==> src/rtl/regfile_sb.sv <==
// Decode-stage register file: byte-enabled writes, write-to-read bypass,
// per-register pending scoreboard and a sequential clear engine.
module regfile_sb #(
    parameter int XLEN   = 32,
    parameter int NREGS  = 32,
    parameter int BYPASS = 1,
    localparam int AW    = $clog2(NREGS)
) (
    input  logic                CLK,
    input  logic                RST_N,
    input  logic                RegWre,
    input  logic                WrInhibit,
    input  logic [AW-1:0]       WriteReg,
    input  logic [XLEN-1:0]     WriteData,
    input  logic [XLEN/8-1:0]   WriteBE,
    input  logic [AW-1:0]       ReadReg1,
    input  logic [AW-1:0]       ReadReg2,
    output logic [XLEN-1:0]     ReadData1,
    output logic [XLEN-1:0]     ReadData2,
    output logic                Busy1,
    output logic                Busy2,
    input  logic                SbSet,
    input  logic [AW-1:0]       SbSetReg,
    input  logic                ClrReq,
    output logic                ClrBusy
);
    localparam int NB = XLEN / 8;
    localparam logic IDLE  = 1'b0;
    localparam logic CLEAR = 1'b1;

    logic                       state;
    logic [AW-1:0]              clrCnt;
    logic [NREGS-1:0][XLEN-1:0] regs;
    logic [NREGS-1:0]           pending;
    logic                       idle, commit, sbSetOk, bypass1, bypass2;
    logic [XLEN-1:0]            mergeData;

    assign idle    = (state == IDLE);
    assign commit  = RegWre & ~WrInhibit & (WriteReg != '0) & idle;
    assign sbSetOk = SbSet & (SbSetReg != '0) & idle;

    // Value reg[WriteReg] will hold after this edge; also the bypass source.
    for (genvar b = 0; b < NB; b++) begin : gMerge
        assign mergeData[8*b +: 8] = WriteBE[b] ? WriteData[8*b +: 8]
                                                : regs[WriteReg][8*b +: 8];
    end

    assign bypass1 = (BYPASS != 0) & commit & (ReadReg1 == WriteReg);
    assign bypass2 = (BYPASS != 0) & commit & (ReadReg2 == WriteReg);

    assign ReadData1 = (ReadReg1 == '0) ? '0 : bypass1 ? mergeData : regs[ReadReg1];
    assign ReadData2 = (ReadReg2 == '0) ? '0 : bypass2 ? mergeData : regs[ReadReg2];
    assign Busy1     = (ReadReg1 != '0) & pending[ReadReg1] & ~bypass1;
    assign Busy2     = (ReadReg2 != '0) & pending[ReadReg2] & ~bypass2;
    assign ClrBusy   = (state == CLEAR);

    always_ff @(posedge CLK or negedge RST_N) begin
        if (!RST_N) begin
            state   <= IDLE;
            clrCnt  <= '0;
            regs    <= '0;
            pending <= '0;
        end else if (state == IDLE) begin
            if (commit) begin
                regs[WriteReg]    <= mergeData;
                pending[WriteReg] <= 1'b0;
            end
            // Later assignment lets a same-register set beat the commit clear.
            if (sbSetOk) pending[SbSetReg] <= 1'b1;
            if (ClrReq) begin
                state   <= CLEAR;
                clrCnt  <= AW'(1);
                pending <= '0;
            end
        end else begin
            regs[clrCnt] <= '0;
            if (clrCnt == AW'(NREGS - 1)) begin
                state  <= IDLE;
                clrCnt <= '0;
            end else begin
                clrCnt <= clrCnt + AW'(1);
            end
        end
    end
endmodule

==> config.mk <==
export PLATFORM = sky130hd
export DESIGN_NAME = regfile_sb
export DESIGN_NICKNAME = d
export VERILOG_FILES = /design/src/rtl/regfile_sb.sv
export SDC_FILE = /design/constraint.sdc
export NUM_CORES = 2
export LEC_CHECK = 0
export BUFFER_PORTS_ARGS = -buffer_cell sky130_fd_sc_hd__buf_2
export CORE_ASPECT_RATIO = 0.7
export CORE_MARGIN = 2
export CORE_UTILIZATION = 45
export CTS_CLUSTER_SIZE = 14
export DETAILED_ROUTE_END_ITERATION = 8
export MAX_ROUTING_LAYER = met4
export PLACE_DENSITY = 0.7
export SLEW_MARGIN = 40
export SYNTH_ARGS = -nofsm -noshare
export SYNTH_HDL_FRONTEND = slang
export SYNTH_SLANG_ARGS = --single-unit
==> constraint.sdc <==
create_clock -name CLK -period 7.75 [get_ports CLK]
set_input_delay 1.55 -clock CLK [delete_from_list [all_inputs] [get_ports CLK]]
set_output_delay 1.55 -clock CLK [all_outputs]
set_load 0.02 [all_outputs]
==> key figures <==
Drt
  • Routed WL: 308600 um
  • Drt pass-1 iters: 9
  • Vias: 57940
  • DR WL/cell: 42.95 um
  • ANT nets after route: 0
  • Routed vias/inst: 8.066
  • Initial DRC count: 12910
  • DRC: 1

Pwr
  • Worst VDD drop: 0.0002246 V
  • PD cells: 208.5 mW/mm^2
  • Pleak: 30.04 nW

Clocking
  • Post_cts resized: 0
  • CTS root buf: clkbuf_16
  • Worst skew pair latency: 0.80 ns
  • CTS Buffer Depth: 3
  • # H-tree levels: 3
  • Hold-fix buffers, CTS: 0
  • Total setup buffers inserted after CTS: 0
  • CTS Sinks: 1062
  • Clock slew at reported path FFs: 0.06 ns
  • Clock buffer count from CTS: 111
  • CTS tree: built

Synth
  • Syn Inst Count: 5320
  • Async SR Flop Fraction: 100.0%
  • Post-synth EDFFs: 0
  • Yosys reg bits: 1062
  • Yosys warning count: 0
  • Synth cell types: 73
  • Synth Area in Compound Gates: 19.06%
  • Net Count, Synth: 5387
  • Largest family of logic cells by synthesized area: multiplexers
  • Multiplexer share of the synthesized area: 27.78%
  • Synth Flop Type: dfrtp_1
  • Post-Synth Simple-Gate Area: 6.645%
  • Post-synthesis xor/xnor area fraction: 0.1645%
  • Adder-cell share of the synthesized area: 0.09795%
  • Synth Cell Area: 0.06387 mm^2
  • Sequential area share after synthesis: 41.61%
  • Mean area per synthesized cell: 12.01 um^2

Place
  • Placer congestion estimate: 1.050
  • HPWL Detailed: 193900 um
  • Pre-CTS WS: 1.212 ns
  • Buffers added on ports: 128
  • Cell Area, Placed: 0.06728 mm^2

STA
  • Min cycle time layout: 6.839 ns
  • RSZ-0062 raised after global routing: no
  • Final setup viols: 0
  • Final Cycle Share: 88.25%
  • Setup Skew: 0.04013 ns
  • Max Transition Viols Final: 0
  • Actual slew at the worst max-slew pin: 0.9682 ns
  • Slew headroom: 34.54%
  • Fmax: 146.2 MHz
  • Min Hold Slack: 0.5293 ns
  • Setup TNS after final layout: 0 ns
  • Final worst slack: 0.9108 ns
  • Fin. Hold Viols: 0

Min path
  • Hold depth: 2
  • Hold endpoint: regs[797]
  • Hold WC Path Type: flip-flop to flip-flop
  • Min-delay src: regs[797]

Global routing
  • Grt total ovfl: 0
  • Vias in the first global route: 54090
  • Largest net degree at the start of global routing: 146
  • First-pass GRT wire length: 430200 um
  • GRT Util Overall: 43.14%
  • Initial antenna violation count: 28

Die
  • Core Footprint: 0.1407 mm^2
  • # rows: 115
  • Die extent in x: 454.3 um
  • Initial Util: 45.39%
  • Num ports: 129
  • Die area: 0.1450 mm^2
  • Die Y: 319.2 um

Cells and area
  • Post-layout util: 50.78%
  • Area grow syn2layout: 11.87%
  • Layout cells sized above 1: 26.10%
  • Filler cells: 12090
  • Nets: 5253
  • Fin area: 0.07146 mm^2

Setup path
  • Internal reg-to-reg setup slack: 3.74 ns
  • Reg2reg end: regs[852]
  • Critical Path Fanout Max: 37
  • R2R cell count: 8
  • Crit end category: output port
  • Crit path DAT: 5.29 ns
  • CP Launch Type: input port
  • Worst EP required: 6.20 ns
  • Crit path kind: input port to output port
  • Reg-to-Reg Start: ClrBusy

Outcome
  • Failing checks: DRC
  • Status: complete, but fails checks

Run
  • Max-Cap Viols: 0
[how the worst max path moves through the flow]
stage | slack, ns | cells after the start | to | startpoint
after floorplan | 2.22 | 8 | ReadData2[14] | WriteReg[0]
after global placement | 0.75 | 8 | ReadData1[4] | WriteReg[3]
after detailed placement | 1.21 | 7 | ReadData1[11] | WriteReg[4]
after CTS | 1.21 | 7 | ReadData1[11] | WriteReg[4]
after global routing | 0.99 | 7 | ReadData1[11] | WriteReg[4]
final | 0.91 | 7 | ReadData1[11] | WriteReg[4]
[through the flow]
stage / std cells / total power [mW]
final: 7184 / 14.90
after global routing: 7178 / 15.06
after CTS: 7146 / 14.62
after detailed placement: 6939 / 8.810
after global placement: 6927 / 8.759
after floorplan: 5320 / 7.399
[cells in the mapped netlist, types with 21 or more instances]
cell type	n	area, um^2
buf_6	22	247.7
nor2_1	53	198.9
buf_4	29	217.7
mux2i_1	335	3353
and3_1	34	212.7
a22o_1	649	5684
nor4_1	31	193.9
clkbuf_1	387	1453
mux2_2	40	450.4
nor3_1	54	270.3
a211o_1	28	245.2
nand2_1	517	1941
a21oi_1	84	420.4
a22oi_1	104	780.8
nor2b_1	21	131.4
o22ai_1	221	1383
o32ai_1	27	236.5
mux4_2	619	13940
buf_1	55	206.5
and2_1	46	287.8
buf_2	127	635.6
o21ai_0	423	2117
nand3_1	57	285.3
dfrtp_1	1062	26580
[worst max-delay path, stage by stage]
cell and delay (ns):
buf_2 0.56, or4_1 0.57, o21ai_0 0.36, or4_2 1.23, and3_1 0.35, a211o_1 0.41, buf_2 0.22
[metal layers]
| layer | vias to the layer above | wire length (um) | global-route usage (%) |
|---|---|---|---|
| met1 | 28990 | 106800 | 53.84 |
| met4 | 0 | 21130 | 22.40 |
| met2 | 6599 | 115700 | 51.13 |
| li1 | 20880 | - | - |
| met3 | 1472 | 64980 | 29.26 |
| met5 | - | 0 | - |
[report_power, final]
part           internal, mW  switching (mW)  total [mW]
sequential             5.72           0.230        5.95
combinational         0.836            2.17        3.01
clock                  3.38            2.55        5.94
total                  9.94            4.95        14.9
[cell families (layout without fill, tap and decap cells)]
| family | after synthesis | after routing |
|---|---|---|
| xor gates and xnor gates | 12 | 12 |
| DFF | 1062 | 1062 |
| and+or+nand+nor | 907 | 907 |
| muxes | 994 | 994 |
| AOI/OAI and AO/OA | 1688 | 1688 |
| adders and majority gates | 5 | 5 |
| buffers and inverters | 652 | 612 |
| other | 0 | 32 |
[state kept, by name, indices dropped and copies added, names as in the netlist]
register and cells:
pending 32, clrCnt 5, regs 1024, ClrBusy 1
[final cells by class]
type / instances / area [um^2] / area share, %
Multi-Input combinational cell: 3606 / 35320 / 49.43
Sequential cell: 1062 / 26580 / 37.19
Clock buffer: 160 / 3272 / 4.579
Timing Repair Buffer: 381 / 3074 / 4.302
Tap cell: 1872 / 2342 / 3.278
Clock inverter: 47 / 698.2 / 0.9770
Inverter: 24 / 90.09 / 0.1261
Antenna cell: 32 / 80.08 / 0.1121
[cells in the final DEF (no fill, tap or decap), types with 31 or more instances in the layout]
cell type  count
dfrtp_1     1061
a22o_1       649
mux4_2       619
nand2_1      515
o21ai_0      423
mux2i_1      335
o22ai_1      220
buf_4        213
buf_2        121
clkbuf_16    111
a22oi_1      104
a21oi_1       57
nand3_1       56
and2_1        47
nor2_1        42
mux2_2        40
and3_1        33
diode_2       32
clkbuf_8      32
nor3_2        31
Note: power is estimated with default switching activity, not from simulation.
